[config.mk]
export PLATFORM = sky130hd
export DESIGN_NAME = pc_sequencer
export DESIGN_NICKNAME = d
export VERILOG_FILES = /design/src/rtl/pc_seq_pkg.sv /design/src/rtl/pc_range_chk.sv /design/src/rtl/pc_sequencer.sv
export SDC_FILE = /design/constraint.sdc
export NUM_CORES = 1
export LEC_CHECK = 0
export CAP_MARGIN = 20
export CORE_ASPECT_RATIO = 0.75
export CORE_MARGIN = 2
export CORE_UTILIZATION = 34
export CTS_BUF_LIST = sky130_fd_sc_hd__clkbuf_8 sky130_fd_sc_hd__clkbuf_16
export CTS_CLUSTER_DIAMETER = 120
export DETAILED_ROUTE_END_ITERATION = 8
export PLACE_DENSITY_LB_ADDON = 0.25
export SLEW_MARGIN = 0
export SYNTH_ARGS = -nofsm -noshare
export SYNTH_HDL_FRONTEND = slang
export SYNTH_SLANG_ARGS = --single-unit
[constraint.sdc]
create_clock -name clk -period 2 [get_ports clk]
set_input_delay 0.4 -clock clk [delete_from_list [all_inputs] [get_ports clk]]
set_output_delay 0.4 -clock clk [all_outputs]
set_load 0.005 [all_outputs]
[src/rtl/pc_seq_pkg.sv]
// Shared types and default constants for the P7 fetch PC sequencer.
package pc_seq_pkg;

    // Sequencer states: FETCH issues the request, VALID holds the fetched word.
    typedef enum logic {
        ST_FETCH = 1'b0,
        ST_VALID = 1'b1
    } state_t;

    localparam logic [31:0] PC_RESET_DEF  = 32'h0000_3000;
    localparam logic [31:0] EXC_ENTRY_DEF = 32'h0000_4180;
    localparam logic [31:0] TEXT_LO_DEF   = 32'h0000_3000;
    localparam logic [31:0] TEXT_HI_DEF   = 32'h0000_6FFC;

    // sll $0,$0,0 -- the canonical nop, substituted for a faulting fetch.
    localparam logic [31:0] NOP_INSTR = 32'h0000_0000;

endpackage

[src/rtl/pc_range_chk.sv]
// Combinational fetch-address legality check: word alignment plus text range.
// Only built when PC_RANGE_CHECK_EN is defined.
`ifdef PC_RANGE_CHECK_EN
module pc_range_chk #(
    parameter logic [31:0] TEXT_LO = pc_seq_pkg::TEXT_LO_DEF,
    parameter logic [31:0] TEXT_HI = pc_seq_pkg::TEXT_HI_DEF
) (
    input  logic [31:0] addr,
    output logic        legal
);

    // Legal when word aligned and inside [TEXT_LO, TEXT_HI].
    always_comb begin
        legal = (addr[1:0] == 2'b00) && (addr >= TEXT_LO) && (addr <= TEXT_HI);
    end

endmodule
`endif

[src/rtl/pc_sequencer.sv]
// Fetch PC owner for the P7 pipeline: sequences instruction fetch against a
// ready-handshaked memory and applies exception / eret redirects ahead of
// stalls. Optional feature macro: PC_RANGE_CHECK_EN (fetch address check,
// raising adel and substituting a nop instead of issuing the request).
module pc_sequencer
    import pc_seq_pkg::*;
#(
    parameter logic [31:0] PC_RESET  = PC_RESET_DEF,
    parameter logic [31:0] EXC_ENTRY = EXC_ENTRY_DEF,
    parameter logic [31:0] TEXT_LO   = TEXT_LO_DEF,
    parameter logic [31:0] TEXT_HI   = TEXT_HI_DEF
) (
    input  logic        clk,
    input  logic        reset,
    input  logic        stall,
    input  logic [31:0] next_pc,
    input  logic        exc_req,
    input  logic        eret,
    input  logic [31:0] epc,
    output logic        if_req,
    output logic [31:0] if_addr,
    input  logic        if_ready,
    input  logic [31:0] if_rdata,
    output logic [31:0] pc,
    output logic [31:0] instr,
    output logic        instr_valid,
    output logic        adel
);

    state_t      state;
    state_t      state_n;
    logic [31:0] pc_n;
    logic [31:0] instr_n;
    logic        adel_q;
    logic        adel_n;
    logic        fetch_legal;

`ifdef PC_RANGE_CHECK_EN
    pc_range_chk #(
        .TEXT_LO (TEXT_LO),
        .TEXT_HI (TEXT_HI)
    ) u_range_chk (
        .addr  (pc),
        .legal (fetch_legal)
    );
`else
    // Without the check every address is fetched; the text bounds are
    // folded into a sink so the parameter set stays identical in both builds.
    logic unused_text_bounds;
    assign unused_text_bounds = ^{TEXT_LO, TEXT_HI};
    assign fetch_legal        = 1'b1;
`endif

    // Next-state, next-PC and held-slot update; redirects outrank everything.
    always_comb begin
        // NOTE: every variable gets a default first so no path leaves it
        // unassigned, which would otherwise infer a latch.
        state_n = state;
        pc_n    = pc;
        instr_n = instr;
        adel_n  = adel_q;

        if (exc_req) begin
            pc_n    = EXC_ENTRY;
            state_n = ST_FETCH;
            adel_n  = 1'b0;
        end else if (eret) begin
            pc_n    = epc;
            state_n = ST_FETCH;
            adel_n  = 1'b0;
        end else begin
            unique case (state)
                ST_FETCH: begin
                    if (!fetch_legal) begin
                        instr_n = NOP_INSTR;
                        adel_n  = 1'b1;
                        state_n = ST_VALID;
                    end else if (if_ready) begin
                        instr_n = if_rdata;
                        adel_n  = 1'b0;
                        state_n = ST_VALID;
                    end
                end
                ST_VALID: begin
                    if (!stall) begin
                        pc_n    = next_pc;
                        state_n = ST_FETCH;
                    end
                end
                default: state_n = ST_FETCH;
            endcase
        end
    end

    // State and held-slot registers, cleared asynchronously on reset.
    always_ff @(posedge clk or posedge reset) begin
        // NOTE: sequential state uses non-blocking assignments so every
        // register samples the pre-edge values regardless of statement order.
        if (reset) begin
            state  <= ST_FETCH;
            pc     <= PC_RESET;
            instr  <= NOP_INSTR;
            adel_q <= 1'b0;
        end else begin
            state  <= state_n;
            pc     <= pc_n;
            instr  <= instr_n;
            adel_q <= adel_n;
        end
    end

    // Request is suppressed while in reset so nothing completes before release.
    always_comb begin
        if_req      = !reset && (state == ST_FETCH) && fetch_legal;
        if_addr     = pc;
        instr_valid = (state == ST_VALID);
        adel        = adel_q;
    end

endmodule

* After elaboration in Yosys (flattened, before gate mapping) *
Cells that the tools add are included.

word-level totals
  bits in registers = 66
  logic and storage cells = 29
  output and inout bits = 99
  bits of input ports = 102

cells by class
  reduce and logical (&&, ||, !) cells = 7
  multiplexer cells = 13
  bitwise logic cells = 3
  eq/ne operators = 2

operators by type and width
  operator            count
  $mux 32             4
  $mux 1              8
  $reduce_bool 3->1   2
  $reduce_and 2->1    2
  $reduce_and 4->1    1
  $ne 3x1->1 const B  1
  $ne 3x3->1 const B  1
  $not 1->1           3
  $pmux 1 s2          1
  $logic_and 1x1->1   1
  $logic_not 1->1     1

* Depth between registers and ports, before layout *
Gate-level depths: netlist of run 1.

  depth in word-level cells = 4
  depth in mapped cells = 6
  depth with buffers taken out = 3

* Least setup slack after synthesis of run 1 *
No wires, ideal clock.

  path kind = input to register
  start = input port eret
  end = register instr[0]
  path buffers = 3
  arrival time = 1.378 ns
  slack = 0.497 ns
  data required time = 1.875 ns
  cell stages on the path = 6
  library setup time = 0.125 ns
  cell sequence = buf_6 -> nor2_2 -> and3_4 -> buf_6 -> buf_12 -> mux2_4

on the way
  word-level cells in the longest chain between the ends = 2

RTL lines
  element                     line                 source
  start: declaration          pc_sequencer.sv:18   input logic eret,
  $not 1->1 (no line)         --
  $reduce_and 4->1 (no line)  --
  end signal: assignment      pc_sequencer.sv:107  instr <= instr_n;
  end: declaration            pc_sequencer.sv:25   output logic [31:0] instr,

No other way between the ends.
A chain may end at the register's enable or synchronous reset.

* Worst setup path after layout of run 1 *
  start = input port reset
  end = output port if_req

on the way
  word-level cells in the longest chain between the ends = 2

RTL lines
  element             line                 source
  start: declaration  pc_sequencer.sv:14   input logic reset,
  $logic_not 1->1     pc_sequencer.sv:114  if_req = !reset && (state == ST_FETCH) && fetch_legal;
  $logic_and 1x1->1   pc_sequencer.sv:114
  end: declaration    pc_sequencer.sv:20   output logic if_req,

No other way between the ends.

==> results of run 1 <==
[cell usage after synthesis]
| cell | number |
|---|---|
| nor2_1 | 32 |
| dfstp_2 | 2 |
| inv_1 | 2 |
| buf_6 | 2 |
| clkbuf_1 | 3 |
| mux2_4 | 30 |
| buf_2 | 7 |
| nor2b_1 | 3 |
| nor2_2 | 1 |
| and3_4 | 1 |
| o21ai_2 | 1 |
| mux2i_1 | 29 |
| dfrtp_1 | 63 |
| mux2_2 | 34 |
| buf_4 | 33 |
| buf_12 | 3 |
| conb_1 | 1 |
| a211o_1 | 3 |
[state kept, by name (all words and copies together), names as in the netlist]
signal	flops
instr_valid	1
if_addr	32
instr	32
[logic make-up (layout without fill, tap and decap cells)]
| kind of cell | after synthesis | count (layout) | synth area share [%] |
|---|---|---|---|
| mux | 93 | 93 | 33.72 |
| flops | 65 | 65 | 48.89 |
| other cells | 1 | 1 | 0.1125 |
| buf+inv | 50 | 226 | 11.53 |
| compound gates | 4 | 4 | 1.052 |
| simple gates | 37 | 37 | 4.694 |
[final timing paths]
kind	to	slack, ns	depth (start not counted)
worst max-delay path	if_req	0.14	3
worst min-delay path	instr_valid	0.43	4
worst max register to register	if_addr[28]	0.56	4
worst min register to register	instr[30]	0.51	1
max in group asynchronous	if_addr[12]	1.21	3
min in group asynchronous	if_addr[25]	0.52	3
[worst min-delay path, delay by kind of cell]
| family | cells | cell delay (ns) |
|---|---|---|
| AOI/OAI and AO/OA | 1 | 0.09 |
| buffers and inverters | 1 | 0.11 |
| and+or+nand+nor | 2 | 0.11 |
[routing by layer]
layer,track usage (%),vias to the layer above,routed length [microns]
met5,0,-,0
met4,4.819,0,78
met3,6.218,6,652
met2,26.59,111,4067
met1,19.69,1202,3700
li1,-,1160,-
[per-stage QoR]
stage | total power [mW] | utilization (%)
finish | 4.766 | 58.63
global route | 4.975 | 58.63
CTS | 4.829 | 58.63
detailed placement | 2.881 | 54.79
global placement | 2.858 | 54.79
floorplan | 2.155 | -
[layout by cell type (no fill, tap or decap)]
| cell type | instances |
|---|---|
| a211o_1 | 3 |
| and3_4 | 1 |
| buf_12 | 5 |
| buf_2 | 1 |
| buf_4 | 4 |
| bufinv_16 | 4 |
| clkbuf_16 | 9 |
| clkdlybuf4s50_1 | 198 |
| clkinv_2 | 1 |
| clkinv_4 | 2 |
| clkinvlp_4 | 1 |
| conb_1 | 1 |
| dfrtp_1 | 63 |
| dfstp_2 | 2 |
| inv_1 | 1 |
| mux2_2 | 34 |
| mux2_4 | 30 |
| mux2i_1 | 29 |
| nor2_1 | 32 |
| nor2_2 | 1 |
| nor2b_1 | 3 |
| o21ai_4 | 1 |
[cell type report]
type | count | area (sq um)
clock buffers | 9 | 225.2
clock inverters | 7 | 142.6
fillers | 825 | 3964
inverters | 2 | 11.26
multi-input cells | 135 | 1326
flip-flops and latches | 65 | 1629
well taps | 132 | 165.2
repair buffers | 208 | 2117
[power breakdown]
| part | switching (mW) | internal, mW | leakage [nW] | total, mW |
|---|---|---|---|---|
| Clock | 0.576 | 1.34 | 0.180 | 1.92 |
| Sequential | 0.134 | 1.52 | 0.793 | 1.65 |
| Combinational | 0.315 | 0.880 | 1.47 | 1.20 |
| Total | 1.03 | 3.74 | 2.44 | 4.77 |
==> flow_summary_export.csv, run 1 <==
group,metric,value,unit
yosys,yosys.area.top_type,"dfrtp_1",
final_layout,num_antenna_cells,0,
timing,setup_violations,0,
final_layout,area_delta_synth_final,68.57,%
placed_design,postPlaceCellArea,5249,sq um
worst_setup_path,slowest_stage,"clkdlybuf4s50_1",
yosys,yosysTopAreaCellShare,47.32,%
timing,rsz0062_at_grt,"false",
final_layout,fin_cells,558,
floorplanning,row_count,31,
yosys,ys_types,18,
yosys,ys_ff_latch,65,
cts,clock-sinks,65,
run_status,status,"completed",
route,dr.pass1.iters,4,
cts,cts_hold_buf,0,
placed_design,dp_hpwl,6390,microns
cts,clock_latency,0.32,ns
route,drc,0,
global_route,grt_pass1_vias,2636,
global_route,grt_max_degree,36,
timing,worst_slack,0.1416,ns
floorplanning,io_pins,201,
worst_setup_path,worstSetupEndpointType,"output pin",
final_layout,finalInstanceArea,5617,sq um
cts,htree_levels,3,
min_path,hold_path.class,"primary input to flop",
floorplanning,start_util,34.78,%
timing,setup_tns,0,ns
route,drt-initial-drc-count,81,
power_and_ir_drop,p_leak,2.441,nW
timing,drv_slew,0,
min_path,hp-start,"eret",
cts,post_cts_resized,0,
route,drtAntennaViolNets,0,
global_route,grt_use_total,16.17,%
timing,fin_crit,1.858,ns
worst_setup_path,crit_type,"primary input to output pin",
route,wl_per_cell,15.23,microns
yosys,synth_area_per_cell,13.33,sq um
placed_design,io_buffers,199,
placed_design,dp.cells,542,
global_route,grt_pass1_wl,13600,microns
timing,finalClockSkew,0.003324,ns
floorplanning,fp.dieW,118.3,microns
yosys,synth_fp_nets,352,
final_layout,drive_gt1_share,22.54,%
yosys,synth_cells,250,
worst_setup_path,critical_path.startpoint_type,"primary input",
worst_setup_path,crit_path_max_fanout,2,
worst_setup_path,critPathArrivalTime,1.46,ns
timing,holdWs,0.4268,ns
worst_setup_path,crit_family,"buffers and inverters",
yosys,synth_area_leaders,"dfrtp_1 (47%), mux2_4 (14%), mux2_2 (11%)",
cts,cts.root.buffer_cell,"clkbuf_16",
route,wirelength,8498,microns
worst_setup_path,worstPathRequired,1.60,ns
floorplanning,coreArea,9580,sq um
timing,hold_viol,0,
timing,min_period_over_period,92.92,%
floorplanning,die_y,89.73,microns
route,via_count,2479,
power_and_ir_drop,ir_drop,668.6,uV
worst_setup_path,rr_startpoint,"instr_valid",
cts,numCtsBuffers,9,
worst_setup_path,cpPeakStageDelay,0.50,ns
worst_setup_path,crit_start,"reset",
yosys,yosysWarnings,0,
placed_design,globalplace.congestion,0.7174,
global_route,grt_overflow,0,
placed_design,dp_slack,0.09342,ns
worst_setup_path,crit_path_cell_trace,"clkdlybuf4s50_1, nor2_1, clkdlybuf4s50_1",
timing,fmax,538.1,MHz
yosys,yosysSeqAreaShare,48.89,%
global_route,antenna_found_initial,0,
cts,clockBufferDepth,2,
power_and_ir_drop,power_density,848.6,nW/um^2
final_layout,final_nets,523,
cts,cts_tree,"built",
worst_setup_path,crit_top_cell,"clkdlybuf4s50_1",
yosys,syn_area,3332,sq um
route,vias_per_cell,4.443,
cts,cts_setup_buffers,0,
flow_run,max-cap-violations,0,
floorplanning,dieArea,10620,sq um
worst_setup_path,crit_buf_inv,2,
cts,cts.clk_slew.worst_paths,0.05,ns
No activity file was read; power rests on OpenSTA's default activity.
==> run 2, diff against run 1 <==
--- a/config.mk
+++ b/config.mk
@@ -13,6 +13,7 @@
 export CTS_CLUSTER_DIAMETER = 120
 export DETAILED_ROUTE_END_ITERATION = 8
 export PLACE_DENSITY_LB_ADDON = 0.25
+export SETUP_SLACK_MARGIN = 0.5
 export SLEW_MARGIN = 0
 export SYNTH_ARGS = -nofsm -noshare
 export SYNTH_HDL_FRONTEND = slang
==> flow_summary_export.csv, run 2 (synthesized netlist as in run 1, its figures left out) <==
group,metric,value,unit
cts,cts.clk_slew.worst_paths,0.05,ns
cts,clock-sinks,65,
worst_setup_path,crit_buf_inv,2,
floorplanning,die_y,89.73,microns
timing,min_period_over_period,74.62,%
floorplanning,start_util,34.78,%
worst_setup_path,regToRegSetupSlack,0.54,ns
final_layout,num_antenna_cells,0,
placed_design,dp_hpwl,6464,microns
route,wl_per_cell,15.49,microns
run_status,status,"completed",
route,dr.pass1.iters,4,
final_layout,layout_common_cells,"clkdlybuf4s50_1 (98), dlygate4sd2_1 (81), dfrtp_1 (63), mux2_2 (33), nor2_1 (32)",
route,via_count,2549,
cts,cts.root.buffer_cell,"clkbuf_16",
cts,htree_levels,3,
global_route,grt_busiest_layer,"met2",
worst_setup_path,rr_startpoint,"instr_valid",
floorplanning,coreArea,9580,sq um
worst_setup_path,crit_path_cell_trace,"buf_4, dlygate4sd2_1",
floorplanning,dieArea,10620,sq um
route,wirelength,9018,microns
global_route,antenna_found_initial,0,
final_layout,seq_area,1629,sq um
worst_setup_path,crit_end,"instr_valid",
route,vias_per_cell,4.380,
final_layout,final_common_cell,"clkdlybuf4s50_1",
worst_setup_path,crit_start,"instr_valid",
route,drtAntennaViolNets,0,
worst_setup_path,r2r_cells,5,
worst_setup_path,crit_type,"flop to output pin",
final_layout,final_nets,547,
cts,clock_latency,0.33,ns
flow_run,max-cap-violations,0,
worst_setup_path,critPathArrivalTime,1.09,ns
cts,cts_tree,"built",
cts,cts_hold_buf,0,
floorplanning,io_pins,201,
worst_setup_path,crit_family,"buffers and inverters",
floorplanning,fp.dieW,118.3,microns
final_layout,area_delta_synth_final,71.39,%
timing,finalClockSkew,0.004153,ns
worst_setup_path,slowest_stage,"dfrtp_1",
power_and_ir_drop,ir_drop,412.0,uV
timing,hold_viol,0,
power_and_ir_drop,fin_total_pwr,4.427,mW
power_and_ir_drop,power_density,775.2,nW/um^2
global_route,grt_overflow,0,
min_path,hold_path.class,"primary input to async pin",
worst_setup_path,cpPeakStageDelay,0.38,ns
timing,setup_violations,0,
final_layout,multi_input_area,1335,sq um
global_route,grt_use_total,17.00,%
final_layout,finalInstanceArea,5710,sq um
route,drc,0,
global_route,gr-usage-met3,5.266,%
worst_setup_path,worstSetupEndpointType,"output pin",
power_and_ir_drop,p_leak,2.788,nW
cts,clockBufferDepth,2,
floorplanning,row_count,31,
route,drt-initial-drc-count,52,
global_route,grt_pass1_vias,2765,
worst_setup_path,crit_path_max_fanout,2,
timing,rsz0062_at_grt,"true",
placed_design,io_buffers,199,
timing,setup_tns,0,ns
global_route,grt_max_degree,36,
timing,fmax,670.0,MHz
global_route,grt_pass1_wl,14030,microns
placed_design,globalplace.congestion,0.7270,
global_route,met2_usage,29.38,%
global_route,met1_usage,19.86,%
final_layout,drive_gt1_share,27.56,%
timing,fin_crit,1.492,ns
worst_setup_path,worstPathRequired,1.60,ns
placed_design,postPlaceCellArea,5271,sq um
worst_setup_path,critical_path.startpoint_type,"flop",
worst_setup_path,worstSetupPathDepth,2,
final_layout,nFillCells,815,
cts,numCtsBuffers,9,
worst_setup_path,rr_endpoint,"instr[14]",
timing,drv_slew,0,
-- run 2: changes by cell type in the layout (fill, tap and decap cells not counted), moves of 4 or more --
cell / previous run / this run
buf_4: 4 / 22
clkdlybuf4s50_1: 198 / 98
clkdlybuf4s15_1: 0 / 14
dlygate4sd2_1: 0 / 81
clkbuf_2: 0 / 4
-- run 2: how the worst min path moves through the flow --
stage / from / endpoint / slack [ns] / cells after the start
after CTS: reset / if_addr[8] / 0.27 / 2
after detailed placement: instr[13] / instr[13] / 0.49 / 1
after global routing: reset / if_addr[11] / 0.28 / 2
after global placement: instr[12] / instr[12] / 0.49 / 1
after floorplan: instr[11] / instr[11] / 0.51 / 1
final: reset / if_addr[8] / 0.27 / 2
-- run 2: area by class of cell --
cell class	count	area share, %
clock inverters	6	1.446
repair buffers	232	39.33
clock buffers	10	4.185
well taps	132	2.892
inverters	2	0.2410
multi-input cells	135	23.38
flip-flops and latches	65	28.53
-- run 2: what timing repair did --
action | CTS | global route
pin swaps | 0 | 2
gates cloned | 0 | 2
gates resized for setup | 103 | 24
setup endpoints to repair | 122 | 74
endpoints found under the hold margin | 0 | 0
setup buffers | 21 | 2
-- run 2: per-layer routing --
metal / vias up / share of wire [%]
met2: 103 / 51
met1: 1228 / 42
met3: 9 / 5.9
met4: 0 / 1.4
met5: - / 0
li1: 1209 / -
-- run 2: through the flow --
stage          setup slack [ns]  hold WS (ns)  utilization (%)  instances
6_report                 0.5076        0.2663            59.61        582
4_1_cts                  0.4065        0.2730            58.78        578
2_1_floorplan            0.5169        0.5053                -        250
3_3_place_gp             0.1205        0.4929            55.02        541
3_5_place_dp             0.1049        0.4930            55.02        541
5_1_grt                  0.4717        0.2849            59.61        582
-- run 2: power breakdown --
group	internal [mW]	switching, mW
combinational	0.780	0.353
sequential	1.52	0.113
clock	1.12	0.547
